--- src/rtl/slurm32_cpu_writeback.sv ---
// SLURM32 register-file write front end: ALU/load-return merge, load FIFO and pending-load scoreboard.
// Optional bypass outputs are built only when SLURM32_WB_FORWARD_EN is defined.
module slurm32_cpu_writeback #(
  parameter int REG_BITS = 8,
  parameter int BITS     = 32,
  parameter int LD_DEPTH = 4
) (
  input  logic                        CLK,
  input  logic                        RSTb,
  input  logic                        alu_wr_valid,
  input  logic [REG_BITS-1:0]         alu_wr_sel,
  input  logic [BITS-1:0]             alu_wr_data,
  input  logic                        ld_valid,
  output logic                        ld_ready,
  input  logic [REG_BITS-1:0]         ld_sel,
  input  logic [BITS-1:0]             ld_data,
  input  logic                        ld_issue,
  input  logic [REG_BITS-1:0]         ld_issue_sel,
  input  logic [REG_BITS-1:0]         hz_sel_a,
  input  logic [REG_BITS-1:0]         hz_sel_b,
  output logic                        hazard_a,
  output logic                        hazard_b,
  output logic [REG_BITS-1:0]         regIn_sel,
  output logic [BITS-1:0]             regIn_data,
  output logic [$clog2(LD_DEPTH):0]   ld_level,
  output logic                        waw_err,
  output logic                        fwd_a_valid,
  output logic                        fwd_b_valid,
  output logic [BITS-1:0]             fwd_a_data,
  output logic [BITS-1:0]             fwd_b_data
);

  localparam int NREG = 2 ** REG_BITS;
  localparam int AW   = $clog2(LD_DEPTH);
  localparam int LW   = AW + 1;
  localparam logic [LW-1:0] DEPTH_L = LW'(LD_DEPTH);

  typedef struct packed {
    logic [REG_BITS-1:0] sel;
    logic [BITS-1:0]     data;
  } ld_entry_t;

  ld_entry_t           fifo_mem [LD_DEPTH];
  ld_entry_t           head;
  logic [AW-1:0]       wr_ptr_q, wr_ptr_d;
  logic [AW-1:0]       rd_ptr_q, rd_ptr_d;
  logic [LW-1:0]       level_q, level_d;
  logic [NREG-1:0]     pending_q, pending_d;
  logic [REG_BITS-1:0] regin_sel_q, regin_sel_d;
  logic [BITS-1:0]     regin_data_q, regin_data_d;
  logic                waw_err_q, waw_err_d;
  logic                push, pop;

  // Full blocks pushes outright, even when the same cycle pops.
  assign ld_ready = (level_q != DEPTH_L);
  assign push     = ld_valid && ld_ready;
  assign pop      = !alu_wr_valid && (level_q != '0);
  assign head     = fifo_mem[rd_ptr_q];

  always_ff @(posedge CLK) begin
    if (push) begin
      fifo_mem[wr_ptr_q] <= '{sel: ld_sel, data: ld_data};
    end
  end

  always_comb begin
    wr_ptr_d     = wr_ptr_q;
    rd_ptr_d     = rd_ptr_q;
    level_d      = level_q;
    pending_d    = pending_q;
    regin_sel_d  = '0;
    regin_data_d = '0;
    waw_err_d    = waw_err_q;

    if (push) begin
      wr_ptr_d = wr_ptr_q + AW'(1);
    end
    if (pop) begin
      rd_ptr_d = rd_ptr_q + AW'(1);
    end
    case ({push, pop})
      2'b10:   level_d = level_q + LW'(1);
      2'b01:   level_d = level_q - LW'(1);
      default: level_d = level_q;
    endcase

    if (alu_wr_valid) begin
      regin_sel_d  = alu_wr_sel;
      regin_data_d = alu_wr_data;
    end else if (pop) begin
      regin_sel_d  = head.sel;
      regin_data_d = head.data;
    end

    // Clear first so a same-cycle issue to the same register wins.
    if (pop) begin
      pending_d[head.sel] = 1'b0;
    end
    if (ld_issue) begin
      pending_d[ld_issue_sel] = 1'b1;
    end
    pending_d[0] = 1'b0;

    if (alu_wr_valid && pending_q[alu_wr_sel] && (alu_wr_sel != '0)) begin
      waw_err_d = 1'b1;
    end
  end

  always_ff @(posedge CLK or negedge RSTb) begin
    if (!RSTb) begin
      wr_ptr_q     <= '0;
      rd_ptr_q     <= '0;
      level_q      <= '0;
      pending_q    <= '0;
      regin_sel_q  <= '0;
      regin_data_q <= '0;
      waw_err_q    <= 1'b0;
    end else begin
      wr_ptr_q     <= wr_ptr_d;
      rd_ptr_q     <= rd_ptr_d;
      level_q      <= level_d;
      pending_q    <= pending_d;
      regin_sel_q  <= regin_sel_d;
      regin_data_q <= regin_data_d;
      waw_err_q    <= waw_err_d;
    end
  end

  assign hazard_a   = pending_q[hz_sel_a];
  assign hazard_b   = pending_q[hz_sel_b];
  assign regIn_sel  = regin_sel_q;
  assign regIn_data = regin_data_q;
  assign ld_level   = level_q;
  assign waw_err    = waw_err_q;

`ifdef SLURM32_WB_FORWARD_EN
  // Bypass covers the cycle in which the regfile is being written.
  always_comb begin
    fwd_a_valid = (hz_sel_a == regin_sel_q) && (regin_sel_q != '0);
    fwd_b_valid = (hz_sel_b == regin_sel_q) && (regin_sel_q != '0);
    fwd_a_data  = fwd_a_valid ? regin_data_q : '0;
    fwd_b_data  = fwd_b_valid ? regin_data_q : '0;
  end
`else
  assign fwd_a_valid = 1'b0;
  assign fwd_b_valid = 1'b0;
  assign fwd_a_data  = '0;
  assign fwd_b_data  = '0;
`endif

endmodule

--- config.mk ---
export PLATFORM = sky130hd
export DESIGN_NAME = slurm32_cpu_writeback
export DESIGN_NICKNAME = d
export VERILOG_FILES = /design/src/rtl/slurm32_cpu_writeback.sv
export SDC_FILE = /design/constraint.sdc
export NUM_CORES = 1
export LEC_CHECK = 0
export CAP_MARGIN = 5
export CORE_ASPECT_RATIO = 1.2
export CORE_MARGIN = 1
export CORE_UTILIZATION = 53
export CTS_BUF_LIST = sky130_fd_sc_hd__clkbuf_4 sky130_fd_sc_hd__clkbuf_8 sky130_fd_sc_hd__clkbuf_16
export CTS_CLUSTER_SIZE = 20
export DETAILED_ROUTE_END_ITERATION = 8
export PLACE_DENSITY = 0.77
export SLEW_MARGIN = 0
export SYNTH_ARGS = -nofsm -noshare
export SYNTH_HDL_FRONTEND = slang
export SYNTH_SLANG_ARGS = --single-unit
--- constraint.sdc ---
create_clock -name CLK -period 3.4 [get_ports CLK]
set_input_delay 0.68 -clock CLK [delete_from_list [all_inputs] [get_ports CLK]]
set_output_delay 0.68 -clock CLK [all_outputs]
set_load 0.05 [all_outputs]
==> summary.md, run 1 <==
| Metric | Value |
|---|---|
| Worst setup SP type | register |
| Initial antenna violation count | 10 |
| Routed length on met1 | 31600 microns |
| Failing checks | negative setup slack |
| Vias in the first global route | 20100 |
| Number of flops mapped to enable cells by yosys | 160 |
| Setup CP Type | reg -> out |
| Root Driver | clkbuf_16 |
| Met2 WL post-DR | 43700 microns |
| RePlAce Congestion | 1.06 |
| Starting Density | 54.0% |
| Row cnt | 85 |
| Max Clock Skew | 0.0284 ns |
| Ys flop type | dfrtp_1 |
| Core region area | 45100 sq um |
| Hold Path Class | in -> async |
| Cts hold-fix bufs | 0 |
| Total power | 19700 uW |
| Pre-antenna DRT Iters | 9 |
| Share of post-route cells with drive strength above 1 | 26.7% |
| Lkg Pwr | 0.0115 uW |
| RSZ-0062 raised after global routing | yes |
| Critical Path Most Common Cell | mux4_2 |
| Yosys cell types | 59 |
| CP Capture Type | output pin |
| Chip Width | 198 microns |
| Area contributors post-synth | dfrtp_1 (31%), mux4_2 (22%), edfxtp_1 (20%) |
| Flop and latch count out of synthesis | 463 |
| Final Max Slew Viols | 0 |
| Die H | 237 microns |
| Uppermost layer routed | met5 |
| Clk buf depth | 3 |
| Place WS | -0.269 ns |
| I/O Pins | 222 |
| Residual overflow from global routing | 0 |
| Final hold violation count | 0 |
| IO Port Bufs | ~160 |
| Hold slack | 0.120 ns |
| Min cycle time layout | 3.72 ns |
| Area leader, netlist | dfrtp_1 |
| Post-Synthesis Cell Area | 24300 sq um |
| Maxcap violations | 0 |
| WL/cell | 34.2 microns |
| CP Cell Sequence | mux4_2 > mux4_2 > o32a_1 > a311o_1 > and4_4 > buf_6 |
| Syn Area/Cell | ~13 sq um |
| Post-synth top area share | 31.1% |
| Clk slew on worst S/H paths | 0.06 ns |
| Largest net degree at the start of global routing | 87 |
| CP required | 2.72 ns |
| Post-route clock period utilization | 109% |
| TNS Setup | -0.629 ns |
| Final layout net count | 2280 |
| Fillers | 3355 |
| CTS sink cnt | 463 |
| Sequential fraction of the synthesis area | 50.9% |
| Total GRT Usage | 42.2% |
| Finished Core Util | 65.6% |
| Critical Path AT | 3.04 ns |
| Slew HR | 25.2% |
| Mapped Cells | 1877 |
| Total power per unit cell area | 667 nW/um^2 |
| Maximum clock rate | ~270 MHz |
| Async set or reset register ratio after synthesis | 65.4% |
| Area Growth Syn to Fin | 21.5% |
| Antenna Violating Nets Remaining | 0 |
| DR vias | 20100 |
| Peak VDD IR | 0.590 mV |
| CP bufs+invs | 1 |
| Die area | 46800 sq um |
| DP HPWL | 68600 microns |
| H-tree depth | 2 |
| Status | complete, but fails checks |
| Post-Route WL | 96500 microns |
| Worst setup slack after layout | -0.316 ns |
| Worst Tran Pin Value | about 1.1 ns |
| CP max FO | 4 |
| Highest cell delay on the worst timing path | between 0.4 and 0.5 ns |
| Initial DRC Count | 2578 |
| CTS Buf Count | 47 |
| Final setup vio count | 2 |
| CTS tree | yes |
| Family with the most delay on the worst path | multiplexers |
| Drt drc | 0 |
| Metal3 WL | 12800 microns |
| First-pass GRT wire length | 139000 microns |
| Via density per instance | 7.13 |
| Skew-Pair Late Insertion Delay | ~0.62 ns |
| Slowest CP cell | mux4_2 |
| Yosys Warn Count | 0 |
## routing by layer
layer	global-route usage (%)	vias to the layer above
met2	63.4	1746
met1	50.4	10100
li1	-	7821
met3	14.7	451
met4	30.5	8
met5	1.38	-
## per-stage QoR
stage	cells	instance area [sq um]
finish	2821	29600
detailed placement	2724	27800
global placement	2724	27800
global route	2815	29600
floorplan	1942	24600
CTS	2812	29600
## where the power goes
group          total [uW]  switching (uW)  leakage, uW  internal, uW
logic                6510            4120      0.00511          2380
registers            7460             696      0.00551          6770
clock network        5770            2340     0.000843          3430
total               19700            7160       0.0115         12600
## cell usage after synthesis, types with 16 or more instances
cell	number
dfrtp_1	303
nor2b_1	27
clkbuf_1	93
buf_2	37
o21ai_0	513
nand4_1	16
nand3_1	75
buf_4	73
nor2_1	20
a22o_1	40
nand2_1	86
edfxtp_1	160
mux4_2	237
mux2i_1	51
## cells by family (layout without fill, tap and decap cells)
family	after synthesis	after routing	share of synthesized area (%)
compound gates	612	612	13.8
xor+xnor	6	6	0.216
fa+ha+maj	6	6	0.339
buf+inv	228	490	4.86
flops	463	463	50.9
mux	296	296	24.5
other cells	1	74	0.0154
simple gates	265	265	5.43
## timing repair
action / CTS / global route
endpoints found under the setup margin: 2 / 2
resized for setup: 4 / 1
pin swaps: 2 / 0
setup buffers: 0 / 1
## final cells by class
type / instances / area [sq um] / share of cell area (%)
clock buffers: 58 / 1300 / 4.38
clock inverters: 30 / 439 / 1.48
multi-input cells: 1251 / 11000 / 37.3
repair buffers: 388 / 3600 / 12.2
well taps: 609 / 762 / 2.58
inverters: 14 / 52.6 / 0.178
diodes: 8 / 20.0 / 0.0677
flip-flops and latches: 463 / 12400 / 41.9
## registers in the layout, indices dropped and copies added, names as in the netlist
register / cells
ld_level: 3
rd_ptr_q: 2
fifo_mem: 160
regIn_data: 32
wr_ptr_q: 2
waw_err: 1
regIn_sel: 8
pending_q: 255
## final timing paths
| kind | from | endpoint | slack (ns) | cells past startpoint |
|---|---|---|---|---|
| worst max-delay path | pending_q[7] | hazard_a | -0.32 | 6 |
| worst min register to register | ld_level[2] | ld_level[2] | 0.53 | 1 |
| worst max register to register | rd_ptr_q[0] | pending_q[89] | 0.38 | 5 |
| worst min-delay path | RSTb | pending_q[101] | 0.12 | 1 |
| max in group asynchronous | RSTb | rd_ptr_q[0] | 2.44 | 2 |
| min in group CLK | alu_wr_valid | regIn_data[21] | 0.51 | 2 |
## cells in the final DEF (no fill, tap or decap), types with 4 or more instances in the layout
| cell type | netlist | layout |
|---|---|---|
| and3_2 | 0 | 4 |
| clkbuf_4 | 0 | 5 |
| nor2b_1 | 27 | 27 |
| nand4_1 | 16 | 16 |
| ha_1 | 5 | 5 |
| clkinv_1 | 2 | 4 |
| bufinv_16 | 0 | 9 |
| and2_1 | 6 | 6 |
| o22ai_1 | 6 | 6 |
| mux2i_1 | 51 | 51 |
| diode_2 | 0 | 8 |
| nand3_1 | 75 | 75 |
| nor3_1 | 5 | 5 |
| o21ai_0 | 513 | 513 |
| a21oi_1 | 10 | 10 |
| buf_12 | 0 | 25 |
| nand3b_1 | 8 | 8 |
| clkinvlp_4 | 0 | 5 |
| buf_4 | 73 | 214 |
| a22oi_1 | 10 | 10 |
| mux2_2 | 7 | 7 |
| clkinv_2 | 0 | 6 |
| clkbuf_8 | 0 | 6 |
| clkbuf_16 | 0 | 47 |
| dfrtp_1 | 303 | 301 |
| nor2_1 | 20 | 20 |
| nand2_1 | 86 | 86 |
| edfxtp_1 | 160 | 160 |
| a22o_1 | 40 | 40 |
| inv_1 | 10 | 10 |
| clkdlybuf4s50_1 | 0 | 144 |
| nor3b_1 | 4 | 4 |
| mux4_2 | 237 | 238 |
| conb_1 | 1 | 66 |
| xnor2_1 | 4 | 4 |
No activity file was read; power rests on OpenSTA's default activity.
==> run 2: changes to the inputs <==
--- a/config.mk
+++ b/config.mk
@@ -5,14 +5,16 @@
 export SDC_FILE = /design/constraint.sdc
 export NUM_CORES = 1
 export LEC_CHECK = 0
+export ABC_AREA = 0
 export CAP_MARGIN = 5
 export CORE_ASPECT_RATIO = 1.2
 export CORE_MARGIN = 1
-export CORE_UTILIZATION = 53
+export CORE_UTILIZATION = 50
 export CTS_BUF_LIST = sky130_fd_sc_hd__clkbuf_4 sky130_fd_sc_hd__clkbuf_8 sky130_fd_sc_hd__clkbuf_16
 export CTS_CLUSTER_SIZE = 20
 export DETAILED_ROUTE_END_ITERATION = 8
-export PLACE_DENSITY = 0.77
+export HOLD_SLACK_MARGIN = 0.05
+export PLACE_DENSITY = 0.74
 export SLEW_MARGIN = 0
 export SYNTH_ARGS = -nofsm -noshare
 export SYNTH_HDL_FRONTEND = slang
==> summary.md, run 2 (synthesis gave the netlist of run 1 again) <==
| Metric | Value |
|---|---|
| Placed cells | around 2700 |
| Hold slack | about 0.10 ns |
| Starting Density | 50.6% |
| Worst setup SP type | register |
| Worst setup path startpoint | pending_q[15] |
| Multi-input gate area | 11000 sq um |
| CTS Buf Count | 47 |
| CP Capture Type | output pin |
| Final Max Slew Viols | 0 |
| Family with the most delay on the worst path | multiplexers |
| CTS sink cnt | 463 |
| Comb pwr share | 33.4% |
| FF+latch area | 12400 sq um |
| Maximum clock rate | 266 MHz |
| Maxcap violations | 0 |
| Most common cell after layout, fill and taps aside | o21ai_0 |
| Post-Route WL | 94300 microns |
| Final hold violation count | 0 |
| Final setup vio count | 2 |
| NetSw | 7070 uW |
| Initial DRC Count | 2415 |
| Vias in the first global route | 19900 |
| Total power per unit cell area | 658 nW/um^2 |
| Initial antenna violation count | 7 |
| Min cycle time layout | roughly 3.8 ns |
| Chip Width | 203 microns |
| Lkg Pwr | 0.0113 uW |
| Clock Power Share | 28.0% |
| H-tree depth | 2 |
| Place WS | -0.333 ns |
| Antenna Violating Nets Remaining | 0 |
| Critical Path Most Common Cell | mux4_2 |
| Peak VDD IR | between 0.6 and 0.7 mV |
| Core region area | between 40000 and 50000 sq um |
| Cts hold-fix bufs | 0 |
| Post-route clock period utilization | 110% |
| Final std cells w/o fill | 2810 |
| Area Growth Syn to Fin | 20.2% |
| CP max FO | 4 |
| Setup CP Type | reg -> out |
| Largest reg by FF count | pending_q |
| IO Port Bufs | 155 |
| Final layout net count | 2249 |
| Critical R2R Launch | rd_ptr_q[0] |
| CP required | 2.72 ns |
| Fillers | 3703 |
| Failing checks | negative setup slack |
| First-pass GRT wire length | between 100000 and 150000 microns |
| Skew-Pair Late Insertion Delay | 0.61 ns |
| Residual overflow from global routing | 0 |
| Pre-antenna DRT Iters | 8 |
| RSZ-0062 raised after global routing | yes |
| WL/cell | 33.6 microns |
| DR vias | 19800 |
| Die area | around 50000 sq um |
| CTS tree | yes |
| RePlAce Congestion | 1.09 |
| Critical Path AT | 3.07 ns |
| I/O Pins | 222 |
| Share of post-route cells with drive strength above 1 | approximately 26% |
| Clk slew on worst S/H paths | 0.06 ns |
| Row cnt | 88 |
| Hold Path Class | in -> async |
| Clk buf depth | 3 |
| Cell internal pwr | between 10000 and 15000 uW |
| CP Cell Sequence | mux4_2 > mux4_2 > o32a_1 > a311o_1 > and4_4 > buf_6 |
| Sw frac | a little under two fifths |
| Worst Tran Pin Value | 0.955 ns |
| Status | complete, but fails checks |
| Most frequent cells in the layout | o21ai_0 (513), dfrtp_1 (301), mux4_2 (238) |
| Drt drc | 0 |
| Slew HR | 36.2% |
| CP bufs+invs | 1 |
| Via density per instance | 7.03 |
| Max Clock Skew | 0.0199 ns |
| Largest net degree at the start of global routing | 90 |
| Highest cell delay on the worst timing path | between 0.5 and 0.6 ns |
| Max reg flops | 255 |
| Root Driver | clkbuf_16 |
| Seq pwr share | 38.6% |
| DP HPWL | between 60000 and 70000 microns |
| Worst setup slack after layout | -0.353 ns |
| Slowest CP cell | mux4_2 |
| Total GRT Usage | 38.9% |
| Die H | 244 microns |
[run 2: area by class of cell]
| class | instances | share of cell area, % |
|---|---|---|
| Sequential cell | 463 | 42.3 |
| Multi-Input combinational cell | 1251 | 37.7 |
| Timing Repair Buffer | 357 | 11.5 |
| Clock buffer | 58 | 4.45 |
| Tap cell | 630 | 2.69 |
| Clock inverter | 29 | 1.05 |
| Inverter | 14 | 0.180 |
| Antenna cell | 8 | 0.0684 |
[run 2: final timing paths]
kind	end	slack (ns)	cells past startpoint
setup / recovery	hazard_a	-0.35	6
hold reg to reg	ld_level[2]	0.53	1
min in group CLK	ld_level[2]	0.53	1
hold / removal	pending_q[142]	0.10	1
setup reg to reg	pending_q[113]	0.45	5
max in group asynchronous	pending_q[217]	2.41	2
[run 2: repair_timing]
action | 4_1_cts | 5_1_grt
setup buffers | 3 | 1
pin swaps | 3 | 2
endpoints found under the setup margin | 2 | 2
gates resized for setup | 4 | 2
cloned | 0 | 0
[run 2: power by group through the flow]
stage                     clock network, uW  registers [uW]  logic [uW]
after floorplan                           0            7880        3230
after CTS                              5420            7410        6260
after global routing                   5660            7510        6660
after global placement                    0            7450        6150
final                                  5390            7430        6420
after detailed placement                  0            7500        6210
[run 2: per-layer routing]
metal | share of wire [%] | global-route usage [%]
met3 | 13 | 13.1
met2 | 46 | 58.6
met4 | 7.8 | 26.7
met5 | 0.035 | 0
met1 | 34 | 47.2
[run 2: worst reg2reg max path, delay by kind of cell (launching register included)]
kind             cells  cell delay (ns)
AO/OA/AOI/OAI        2             0.48
AND/OR/NAND/NOR      2             1.08
flip-flops           1             0.59
multiplexers         1             0.65
[run 2: through the flow]
step | setup TNS, ns | area [sq um] | total power [uW] | utilization, %
floorplan | 0 | 24600 | 11100 | -
global placement | -0.672 | 27600 | 13600 | 57.3
detailed placement | -0.654 | 27600 | 13700 | 57.3
CTS | -0.675 | 29200 | 19100 | 60.8
global route | -0.676 | 29200 | 19800 | 60.8
finish | -0.691 | 29300 | 19200 | 60.8
==> edit, RTL diff (config.mk and constraints of run 2) <==
Take the reset off `pending_q` and `regin_data_q` and load them in a clocked block of their own.
--- a/src/rtl/slurm32_cpu_writeback.sv
+++ b/src/rtl/slurm32_cpu_writeback.sv
@@ -113,5 +113,3 @@
       level_q      <= '0;
-      pending_q    <= '0;
       regin_sel_q  <= '0;
-      regin_data_q <= '0;
       waw_err_q    <= 1'b0;
@@ -121,7 +119,10 @@
       level_q      <= level_d;
-      pending_q    <= pending_d;
       regin_sel_q  <= regin_sel_d;
-      regin_data_q <= regin_data_d;
       waw_err_q    <= waw_err_d;
     end
+  end
+
+  always_ff @(posedge CLK) begin
+    pending_q    <= pending_d;
+    regin_data_q <= regin_data_d;
   end
Formal check against the unedited RTL: not equivalent (a bounded check fails within 4 cycles, from zero or initial values and one cycle with RSTb low).
==> edit against run 2 <==
  * The run still ends with negative setup slack left
  * Wire length decreased by 4.5%
  * Combinational power shrank 2%
  * Sequential cell count unchanged
  * Non-clock buffer count fell by 7
  * Design area shrank 4.7%
  * Setup slack better by 0.15 ns
  * Area after synthesis is 5.9% lower
  * Total power is 1.2% higher
  * Critical path type is now in2out
  * Critical endpoint is now hazard_b
  * Largest cell class is now multi-input combinational cells
==> edit: results (changes against run 2) <==
metric	value	unit	change
outcome	finished, violations left		
failed_checks	negative setup slack		
slew_headroom	41.7	%	+5.5 points
skew	0.0172	ns	-0.00269 ns
track_usage	38.9	%	+0.055 points
async_flop_share	3.46	%	-62 points
synth-main-ff-cell	dfxtp_1		
gp_congestion	1.16		+6.1%
setup_tns	-0.372	ns	+0.318 ns
drt_iter0_drc	2884		+19%
route.detailed.drc	0		unchanged
arrival	2.92	ns	-0.15 ns
synth_area_leaders	dfxtp_1 25%, mux4_2 23%, edfxtp_1 21%		
grt_pass1_wl	129000	µm	-5.6%
grt_pass1_vias	19062		-4.3%
via_per_inst	7.04		+0.18%
post_cts_buffers	6		+3
drive_gt1_share	26.1	%	+0.55 points
ys_seq_area_share	47.8	%	-3.1 points
place_hpwl	61700	µm	-4.3%
place_area	0.0260	mm²	-5.9%
cts_made_buffers	48		+2.1%
grt_antenna_before_repair	8		+1
fin_nets	2243		-0.27%
place_inst	2679		-1.2%
p_leak	9.80	nW	-13%
slowest_delay	0.53	ns	+0.02 ns
cts_resized	12		+8
drtPass1Iterations	7		-1
synth.distinct_cells	60		+1.7%
setup_viol	2		unchanged
drt-total-wl	90100	µm	-4.5%
final_cell_count_no_fill	2784		-0.93%
reg2reg_slack	0.36	ns	-0.09 ns
dpl_worst_slack	-0.287	ns	+0.0466 ns
fin_ws	-0.198	ns	+0.154 ns
worstPathMaxFanout	13		+9
synthTopCellsByCount	513 x o21ai_0, 287 x dfxtp_1, 237 x mux4_2		
holdWs	0.420	ns	+0.319 ns
ir_drop	0.000613	V	-6.1%
grt_max_degree	43		-52%
==> edit: where the power goes <==
group	total [mW]	internal (mW)	switching [mW]
clock	5.74	3.38	2.36
combinational	6.29	2.31	3.98
sequential	7.44	6.75	0.686
total	19.5	12.4	7.03
==> edit: routing by layer <==
metal | vias up | track usage [%] | routed length [µm]
met5 | - | 0 | 136
met4 | 16 | 28.3 | 8110
met3 | 531 | 15.8 | 13200
met2 | 1843 | 57.1 | 39200
met1 | 9481 | 46.1 | 29400
li1 | 7735 | - | -
==> edit: logic make-up (layout without fill, tap and decap cells) <==
family / count (synthesis) / after routing / share of synthesized area [%]
simple gates: 265 / 265 / 5.77
flops: 463 / 463 / 47.8
fa+ha+maj: 6 / 6 / 0.361
buf+inv: 228 / 454 / 5.17
other cells: 1 / 73 / 0.0164
compound gates: 612 / 612 / 14.7
mux: 296 / 296 / 26.0
xor+xnor: 6 / 6 / 0.229
==> edit: final timing paths <==
kind	cells after the start	end	startpoint
max in group asynchronous	2	rd_ptr_q[0]$_DFFE_PN0N_	RSTb
setup reg to reg	5	pending_q[49]$_DFF_P_	rd_ptr_q[0]$_DFFE_PN0N_
hold / removal	2	regIn_sel[3]$_DFF_PN0_	RSTb
setup / recovery	10	hazard_b	hz_sel_b[0]
hold reg to reg	2	pending_q[13]$_DFF_P_	pending_q[13]$_DFF_P_
min in group CLK	2	pending_q[13]$_DFF_P_	pending_q[13]$_DFF_P_
==> edit: area by class of cell <==
cell class / count / area (µm²)
fillers: 3542 / 17100
flip-flops and latches: 463 / 11000
inverters: 14 / 52.6
diodes: 7 / 17.5
well taps: 609 / 762
repair buffers: 350 / 3310
clock inverters: 27 / 368
clock buffers: 63 / 1360
multi-input cells: 1251 / 11100
